File: config.mk
export PLATFORM = sky130hd
export DESIGN_NAME = switch_hit_decoder
export DESIGN_NICKNAME = d
export VERILOG_FILES = /design/src/rtl/reaction_pkg.sv /design/src/rtl/switch_debouncer.sv /design/src/rtl/switch_hit_decoder.sv
export SDC_FILE = /design/constraint.sdc
export NUM_CORES = 1
export LEC_CHECK = 0
export CAP_MARGIN = 0
export CORE_ASPECT_RATIO = 0.5
export CORE_MARGIN = 2
export CORE_UTILIZATION = 40
export CTS_BUF_LIST = sky130_fd_sc_hd__clkbuf_2 sky130_fd_sc_hd__clkbuf_4 sky130_fd_sc_hd__clkbuf_8
export DETAILED_ROUTE_END_ITERATION = 16
export SETUP_SLACK_MARGIN = 0.4
export SLEW_MARGIN = 15
export SYNTH_ARGS = -nofsm -noshare
export SYNTH_HDL_FRONTEND = slang
export SYNTH_SLANG_ARGS = --single-unit
File: constraint.sdc
create_clock -name clk -period 6.45 [get_ports clk]
set_clock_uncertainty 0.2 [all_clocks]
set_input_delay 0.9675 -clock clk [delete_from_list [all_inputs] [get_ports clk]]
set_output_delay 0.9675 -clock clk [all_outputs]
set_load 0.02 [all_outputs]
File: src/rtl/reaction_pkg.sv
// Shared types and helpers for the reaction-game switch decoding path.
// Latency: n/a (types and pure combinational functions only).
// Backpressure: n/a.
package reaction_pkg;

    typedef enum logic [1:0] {
        IDLE   = 2'd0,
        WATCH  = 2'd1,
        REPORT = 2'd2
    } hit_state_t;

    localparam int LED_NUM_DEFAULT = 18;

    // Index of the lowest set bit; 0 when the vector is empty.
    function automatic int lowest_set_index(input logic [63:0] v);
        int idx;
        idx = 0;
        for (int i = 63; i >= 0; i--) begin
            if (v[i]) idx = i;
        end
        return idx;
    endfunction

    // True when more than one bit is set: clearing the lowest set bit leaves something.
    function automatic logic popcount_gt1(input logic [63:0] v);
        return (v & (v - 64'd1)) != 64'd0;
    endfunction

endpackage

File: src/rtl/switch_debouncer.sv
// Synchronises a switch bank and only passes a vector that has held still long enough.
// Latency: 2 sync + DEBOUNCE_CYCLES + 1 cycles from the last raw change to sw_stable.
// Backpressure: none; free-running, any change restarts the shared stability counter.
module switch_debouncer #(
    parameter int W               = 18,
    parameter int DEBOUNCE_CYCLES = 50000
) (
    input  logic         clk,
    input  logic         reset,
    input  logic [W-1:0] switches,
    output logic [W-1:0] sw_stable
);

    localparam int CNT_W = $clog2(DEBOUNCE_CYCLES + 1);
    localparam logic [CNT_W-1:0] CNT_MAX = CNT_W'(DEBOUNCE_CYCLES);
    localparam logic [CNT_W-1:0] LOAD_AT = CNT_W'(DEBOUNCE_CYCLES - 1);

    logic [W-1:0]     sync1;
    logic [W-1:0]     sw_sync;
    logic [W-1:0]     sw_prev;
    logic [CNT_W-1:0] count;

    // Two-flop synchroniser, change detector, saturating counter and stable-vector load.
    // The load is gated on "no change this cycle" so a flip landing on the
    // terminal count is never accepted unfiltered.
    always_ff @(posedge clk or posedge reset) begin
        if (reset) begin
            sync1     <= '0;
            sw_sync   <= '0;
            sw_prev   <= '0;
            count     <= '0;
            sw_stable <= '0;
        end else begin
            sync1   <= switches;
            sw_sync <= sync1;
            sw_prev <= sw_sync;
            if (sw_sync != sw_prev) begin
                count <= '0;
            end else if (count != CNT_MAX) begin
                count <= count + 1'b1;
            end
            if ((sw_sync == sw_prev) && (count == LOAD_AT)) begin
                sw_stable <= sw_sync;
            end
        end
    end

endmodule

File: src/rtl/switch_hit_decoder.sv
// Decodes the first debounced switch toggle after arm into an index/correct/multi report.
// Latency: report valid 1 cycle after the debounced vector departs from the baseline.
// Backpressure: report held frozen in REPORT until hit_ready; arm/cancel ignored meanwhile.
module switch_hit_decoder
    import reaction_pkg::*;
#(
    parameter int LED_NUM         = LED_NUM_DEFAULT,
    parameter int DEBOUNCE_CYCLES = 50000,
    parameter int IDX_W           = $clog2(LED_NUM)
) (
    input  logic               clk,
    input  logic               reset,
    input  logic [LED_NUM-1:0] switches,
    input  logic               arm,
    input  logic               cancel,
    input  logic [IDX_W-1:0]   target_index,
    output logic               hit_valid,
    input  logic               hit_ready,
    output logic [IDX_W-1:0]   hit_index,
    output logic               hit_correct,
    output logic               hit_multi,
    output logic               armed
);

    logic [LED_NUM-1:0] sw_stable;
    logic [LED_NUM-1:0] diff;
    logic [63:0]        diff_ext;
    logic [IDX_W-1:0]   enc_idx;
    logic               multi;

    hit_state_t         state_q, state_d;
    logic [LED_NUM-1:0] baseline_q, baseline_d;
    logic [IDX_W-1:0]   target_q, target_d;
    logic [IDX_W-1:0]   idx_q, idx_d;
    logic               corr_q, corr_d;
    logic               multi_q, multi_d;

    switch_debouncer #(
        .W               (LED_NUM),
        .DEBOUNCE_CYCLES (DEBOUNCE_CYCLES)
    ) u_debouncer (
        .clk       (clk),
        .reset     (reset),
        .switches  (switches),
        .sw_stable (sw_stable)
    );

    assign diff     = sw_stable ^ baseline_q;
    assign diff_ext = 64'(diff);
    assign enc_idx  = IDX_W'(lowest_set_index(diff_ext));
    assign multi    = popcount_gt1(diff_ext);

    // Next-state and report-register logic; cancel beats arm, arm beats detection.
    always_comb begin
        state_d    = state_q;
        baseline_d = baseline_q;
        target_d   = target_q;
        idx_d      = idx_q;
        corr_d     = corr_q;
        multi_d    = multi_q;
        case (state_q)
            IDLE: begin
                if (arm) begin
                    baseline_d = sw_stable;
                    target_d   = target_index;
                    state_d    = WATCH;
                end
            end
            WATCH: begin
                if (cancel) begin
                    state_d = IDLE;
                end else if (arm) begin
                    baseline_d = sw_stable;
                    target_d   = target_index;
                end else if (diff != '0) begin
                    state_d = REPORT;
                    idx_d   = multi ? '0 : enc_idx;
                    multi_d = multi;
                    // Out-of-range targets can never equal an encoder result.
                    corr_d  = !multi && (enc_idx == target_q);
                end
            end
            REPORT: begin
                if (hit_ready) begin
                    state_d = IDLE;
                    corr_d  = 1'b0;
                    multi_d = 1'b0;
                end
            end
            default: state_d = IDLE;
        endcase
    end

    // State and report registers; reset drops any pending report at once.
    always_ff @(posedge clk or posedge reset) begin
        if (reset) begin
            state_q    <= IDLE;
            baseline_q <= '0;
            target_q   <= '0;
            idx_q      <= '0;
            corr_q     <= 1'b0;
            multi_q    <= 1'b0;
        end else begin
            state_q    <= state_d;
            baseline_q <= baseline_d;
            target_q   <= target_d;
            idx_q      <= idx_d;
            corr_q     <= corr_d;
            multi_q    <= multi_d;
        end
    end

    assign hit_valid   = (state_q == REPORT);
    assign armed       = (state_q == WATCH);
    assign hit_index   = idx_q;
    assign hit_correct = corr_q;
    assign hit_multi   = multi_q;

endmodule

==> metrics.txt, run 1 <==
gpl congestion 0.8454; Critical Path Fanout Max 18; Post-Synth Simple-Gate Area 0.1074; final net count 469; share of layout cells above drive strength 1 0.2062; IO Count 37; Yosys cell types 51; Worst Hold Depth 0; hold worst-path end u_debouncer.sw_sync[16]$_DFF_PP0_; Post-synth EDFFs 0; Final Cell Area 6022 um^2; area of the core 12050 um^2; Clock transition at path regs 70 ps; placed cell count between 500 and 600; H-tree depth 4; Cell Pwr Density 259.9 nW/um^2; die area between 10000 and 15000 um^2; register area share after synthesis 0.5954; DRT iter0 DRCs between 150 and 200; area grow syn2layout 19.40%; crit path kind reg -> reg; count of final hold-check violations 0; Worst setup SP type flip-flop; unrepaired setup endpoints after global routing false; Post-CTS Hold Buffers 0; end of the worst register-to-register path u_debouncer.sw_stable[3]$_DFFE_PP0P_; reg-to-reg slack, setup between 3000 and 4000 ps; Mapped Area 5044 um^2; Worst Hold Class reg -> reg; Syn Inst Count around 390; Worst-Margin Slew 1008 ps; max cap viols 0; TritonCTS clock tree yes; setup ws final roughly 3400 ps; first-pass GRT wire length 14960 um; Required @ worst endpoint 6560 ps; Post-Synth Adder-Cell Area 0.004962; cts bufs inserted 17; Post-CTS Resized 0; Arrival @ worst endpoint 3130 ps; area share of xor/xnor cells in the synthesized design 0.1263; Worst setup EP type flip-flop; Routed WL 8848 um; outcome complete, no violations; First-pass DRT Iterations 4; drt drc 0; Final Max Tran Viols 0; setup TNS 0 ps; maximum operating frequency 330.5 MHz; row cnt 28; syn nets 416; flops & latches, synth 120; Crit path largest cell delay 510 ps; number of global-route vias before repair between 2k and 3k; asr flop ratio synth 1.000; Skew-Pair Late Insertion Delay between 400 and 500 ps; Critical R2R Launch u_debouncer.sw_sync[3]$_DFF_PP0_; peak supply drop 0.0001258 V; Post-Syn Area per Cell about 13 um^2; final setup fails 0; hpwl dp 6005 um; Worst R2R Path Depth 7; initial antenna violation count 0; Final Power roughly 1.6 mW; drt wl/cell ~14 um; largest net degree at the start of global routing 75; YS warnings 0; vias per std cell about 4.9; Placement Cell Area approximately 5600 um^2; worst slack at placement between 3000 and 4000 ps; fin crit share 0.4691; post-synthesis compound-gate area fraction 0.06549; count of input and output buffers 36; GRT Residual Overflow 0; # Post-CTS Setup Buffers 0; Die Span Y 83.40 um; Max Buffers Root-to-Sink 2; total track usage 0.1438; initial core utilization 0.4185; total number of vias 3013; Routed Antenna Nets 0; hold path startpoint u_debouncer.sync1[16]$_DFF_PP0_; Die W approximately 160 um; clock root buffer clkbuf_8; worst rel slew slack 0.3264; largest family of logic cells by synthesized area XOR/XNOR gates; critical-path cell list xnor2_1, nand4_1, nor3_1, nand4_2, nor4_4, buf_4, mux2_2; leak pwr 2.602 nW; post-synthesis mux area share 0.09154; diode count 0; non-filler instance count after layout roughly 600; # clock sinks 120; CP max-delay cell nand4_2; predominant post-synthesis flop cell dfrtp_1; Tmin final about 3000 ps
## through the flow
stage	utilization	hold slack [ps]
6_report	0.4997	147.0
2_1_floorplan	-	131.2
4_1_cts	0.4997	150.2
5_1_grt	0.4997	156.5
3_3_place_gp	0.4651	131.3
3_5_place_dp	0.4651	134.7
## worst max-delay path by stage
| stage | slack [ps] | to | cells after the start | startpoint |
|---|---|---|---|---|
| floorplan | 2100 | baseline_q[0]$_DFFE_PP0P_ | 1 | reset |
| global placement | 3330 | u_debouncer.sw_stable[7]$_DFFE_PP0P_ | 7 | u_debouncer.sw_sync[2]$_DFF_PP0_ |
| detailed placement | 3300 | u_debouncer.sw_stable[3]$_DFFE_PP0P_ | 7 | u_debouncer.sw_sync[3]$_DFF_PP0_ |
| CTS | 3290 | u_debouncer.sw_stable[3]$_DFFE_PP0P_ | 7 | u_debouncer.sw_sync[3]$_DFF_PP0_ |
| global route | 3130 | u_debouncer.sw_stable[3]$_DFFE_PP0P_ | 7 | u_debouncer.sw_sync[2]$_DFF_PP0_ |
| finish | 3420 | u_debouncer.sw_stable[3]$_DFFE_PP0P_ | 7 | u_debouncer.sw_sync[3]$_DFF_PP0_ |
## layout make-up
type | count | area, um^2
well taps | 165 | 206.4
flip-flops and latches | 120 | 3003
multi-input cells | 256 | 1996
inverters | 6 | 25.02
repair buffers | 38 | 375.4
clock buffers | 20 | 269.0
clock inverters | 11 | 147.6
fillers | 1064 | 6030
## cells in the mapped netlist, types with 2 or more instances
library cell  count  area, um^2
xnor2_1          30       262.8
xor2_1           26       227.7
nor4_1            3       18.77
nand3_1           8       40.04
nor2b_1           3       18.77
o31ai_1           3       22.52
buf_1             2       7.510
xnor2_2           9       146.4
nand4_1          10       62.56
and3_1            2       12.51
o22ai_1           2       12.51
nand2b_1          2       12.51
a211oi_1          7       52.55
inv_1             6       22.52
nand2_1          24       90.09
a21oi_1           8       40.04
nor3_1            6       30.03
mux2_2           41       461.7
o21ai_0           8       40.04
dfrtp_1         120        3003
a22oi_1           2       15.01
o2111ai_1         2       17.52
nor2_1           33       123.9
ha_1              2       25.02
## registers in the layout, indices dropped and copies added, names as in the netlist
name	flops
baseline_q	18
u_debouncer.sw_prev	18
u_debouncer.sw_stable	18
u_debouncer.sw_sync	18
u_debouncer.sync1	18
u_debouncer.count	16
hit_index	5
target_q	5
state_q	2
hit_correct	1
hit_multi	1
## critical path, delay by kind of cell, from the launching register on
kind,cells,cell delay (ps)
XOR/XNOR,1,140
buffers and inverters,1,310
flip-flops,1,410
multiplexers,1,370
AND/OR/NAND/NOR,4,1460
## report_power, final
group          leakage [nW]  internal, mW  total [mW]  switching (mW)
combinational         0.864        0.0365      0.0698          0.0334
clock                 0.201         0.405       0.704           0.299
sequential             1.54         0.776       0.792          0.0160
total                  2.60          1.22        1.57           0.348
## per-layer routing
| layer | vias up | track usage | part of all wire |
|---|---|---|---|
| met2 | 58 | 0.1949 | 0.42 |
| met4 | 0 | 0.06275 | 0.016 |
| li1 | 1463 | - | - |
| met1 | 1480 | 0.2091 | 0.51 |
| met3 | 12 | 0.04595 | 0.053 |
| met5 | - | 0 | 0 |
## cell families (layout without fill, tap and decap cells)
kind of cell	count (synthesis)	in the layout
AOI/OAI and AO/OA	45	45
xor gates and xnor gates	65	65
DFF	120	120
and+or+nand+nor	103	103
adders and majority gates	2	2
muxes	41	41
buffers and inverters	10	75
## cell usage in the layout, fill, tap and decap left out, types with 2 or more instances in the layout
master / instances
o21ai_0: 8
nor4_1: 3
nor3_1: 6
a211oi_1: 7
nand2b_1: 2
o22ai_1: 2
clkinv_2: 2
nor2b_1: 3
nand3_1: 8
nor2_1: 33
xnor2_1: 30
xnor2_2: 9
bufinv_16: 3
and3_1: 2
clkbuf_8: 19
buf_4: 2
a22oi_1: 2
nand2_1: 24
ha_1: 2
o2111ai_1: 2
clkinvlp_4: 4
inv_1: 5
clkdlybuf4s50_1: 36
xor2_1: 26
o31ai_1: 3
mux2_2: 41
nand4_1: 10
a21oi_1: 8
dfrtp_1: 120
Note: power is estimated with default switching activity, not from simulation.
==> run 2, diff against run 1 <==
clock period = 2.8 ns   (was 6.45 ns; I/O delays follow)
==> metrics.txt, run 2 (synthesis gave the netlist of run 1 again) <==
first-pass GRT wire length 16260 um (+8.7%); total track usage 0.1568 (+0.01307); Skew-Pair Late Insertion Delay 440 ps (about the same); drt wl/cell 14.75 um (+2.7%); maximum operating frequency 408.2 MHz (+24%); vias per std cell 4.873 (-0.36%); count of final hold-check violations 0 (unchanged); diode count 0 (unchanged); Critical Path Fanout Max 7 (-11); outcome complete, no violations; FILL cells 1048 (-1.5%); Tmin final 2450 ps (-576.2 ps); initial core utilization 0.4185 (unchanged); area of the core 12050 um^2 (unchanged); max cap viols 0 (unchanged); share of layout cells above drive strength 1 0.2926 (+0.08642); peak supply drop 0.0002459 V (+95%); First-pass DRT Iterations 5 (+1); Worst Hold Class reg -> reg; H-tree depth 4 (unchanged); row cnt 28 (unchanged); final net count 493 (+5.1%); DRT iter0 DRCs 245 (+47%); IO Count 37 (unchanged); Final Power 3.520 mW (+120%); Worst setup EP type flip-flop; TritonCTS clock tree yes; commonest non-fill, non-tap cell in the layout dfrtp_1; GRT Residual Overflow 0 (unchanged); largest net degree at the start of global routing 55 (-27%); die area 13580 um^2 (unchanged); Routed Antenna Nets 0 (unchanged); clock root buffer clkbuf_8; cts bufs inserted 17 (unchanged); worst rel slew slack 0.6503 (+0.3239); area grow syn2layout 25.92%; setup TNS 0 ps (unchanged); crit path kind reg -> reg; Arrival @ worst endpoint 2620 ps (-510 ps); Max Buffers Root-to-Sink 2 (unchanged); Worst setup SP type flip-flop; Routed WL 9443 um (+6.7%); drt drc 0 (unchanged); # clock sinks 120 (unchanged); most frequent cells in the layout 116 x dfrtp_1, 41 x mux2_2, 34 x clkdlybuf4s50_1, 33 x nor2_1, 26 x xor2_1; fin crit share 0.8749 (+0.4058); number of global-route vias before repair 3153 (+7.2%); unrepaired setup endpoints after global routing true; initial antenna violation count 0 (unchanged); gpl congestion 0.8243 (-2.5%); Final Max Tran Viols 0 (unchanged); Post-CTS Hold Buffers 0 (unchanged); Clock transition at path regs 80 ps (about the same); Die W 162.8 um (unchanged); Cell Pwr Density 554.2 nW/um^2 (+110%); hpwl dp 6400 um (+6.6%); count of input and output buffers 36 (unchanged); Worst-Margin Slew 523.5 ps (-484.5 ps); total number of vias 3119 (+3.5%); Die Span Y 83.40 um (unchanged); leak pwr 2.758 nW (+6.0%); Required @ worst endpoint 2970 ps (-3590 ps); final setup fails 0 (unchanged)
run 2: cell types whose count changed in the layout (fill, tap and decap cells not counted), moves of 3 or more:
cell,change
buf_4,+20
xnor2_1,-5
dfrtp_1,-4
dfrtp_2,+4
xnor2_2,+4
buf_12,+3
inv_6,+3
o21ai_0,-3
o31ai_1,-3
o31ai_2,+3
run 2: what timing repair did:
action,CTS,global route
pin swaps,21,4
endpoints found under the setup margin,28,27
buffers inserted,15,2
gates resized for setup,23,9
run 2: path summary, 6_finish.rpt:
kind / cells after the start / start / slack (ps) / to
worst max-delay path: 7 / u_debouncer.sw_stable[12]$_DFFE_PP0P_ / 350 / hit_multi$_DFFE_PP0P_
worst min-delay path: 0 / u_debouncer.sync1[10]$_DFF_PP0_ / 140 / u_debouncer.sw_sync[10]$_DFF_PP0_
worst max register to register: 7 / u_debouncer.sw_stable[12]$_DFFE_PP0P_ / 350 / hit_multi$_DFFE_PP0P_
worst min register to register: 0 / u_debouncer.sync1[10]$_DFF_PP0_ / 140 / u_debouncer.sw_sync[10]$_DFF_PP0_
max in group asynchronous: 3 / reset / 1570 / u_debouncer.sw_stable[3]$_DFFE_PP0P_
min in group asynchronous: 2 / reset / 160 / u_debouncer.count[10]$_DFFE_PP0P_
run 2: where the power goes:
group / total, mW / leakage, nW / internal (mW) / switching, mW
Sequential: 1.83 / 1.53 / 1.79 / 0.0390
Clock: 1.52 / 0.193 / 0.791 / 0.733
Combinational: 0.171 / 1.03 / 0.0898 / 0.0809
Total: 3.52 / 2.76 / 2.67 / 0.853
run 2: cell type report:
class,count,area (um^2),area share
Timing Repair Buffer,62,598.1,0.09417
Clock buffer,17,234.0,0.03684
Multi-Input combinational cell,256,2131,0.3355
Clock inverter,14,147.6,0.02325
Sequential cell,120,3008,0.4736
Inverter,6,26.28,0.004137
Tap cell,165,206.4,0.03251
run 2: stage by stage:
stage          cells    util  hold WS [ps]  area (um^2)  worst slack (ps)
5_1_grt          640  0.5270         146.3         6351             212.0
4_1_cts          638  0.5230         140.6         6304             373.9
3_5_place_dp     592  0.4727         134.7         5697             222.3
6_report         640  0.5270         135.3         6351             350.2
2_1_floorplan    386       -         131.2         5047             408.7
3_3_place_gp     592  0.4727         131.3         5697             181.9
run 2: worst max-delay path, stage by stage, from the launching register on:
cell and delay [ps]:
dfrtp_1 430, xnor2_2 230, nand4_1 250, or4_4 590, o211ai_4 280, a2111oi_4 60, nand3_4 170, a21boi_2 170
run 2: per-layer routing:
layer  wire length [um]  part of all wire  track usage
met3                548             0.058      0.05544
met4                 78            0.0083      0.05471
met1               4775              0.51       0.2209
met5                  0                 0            0
met2               4041              0.43       0.2234
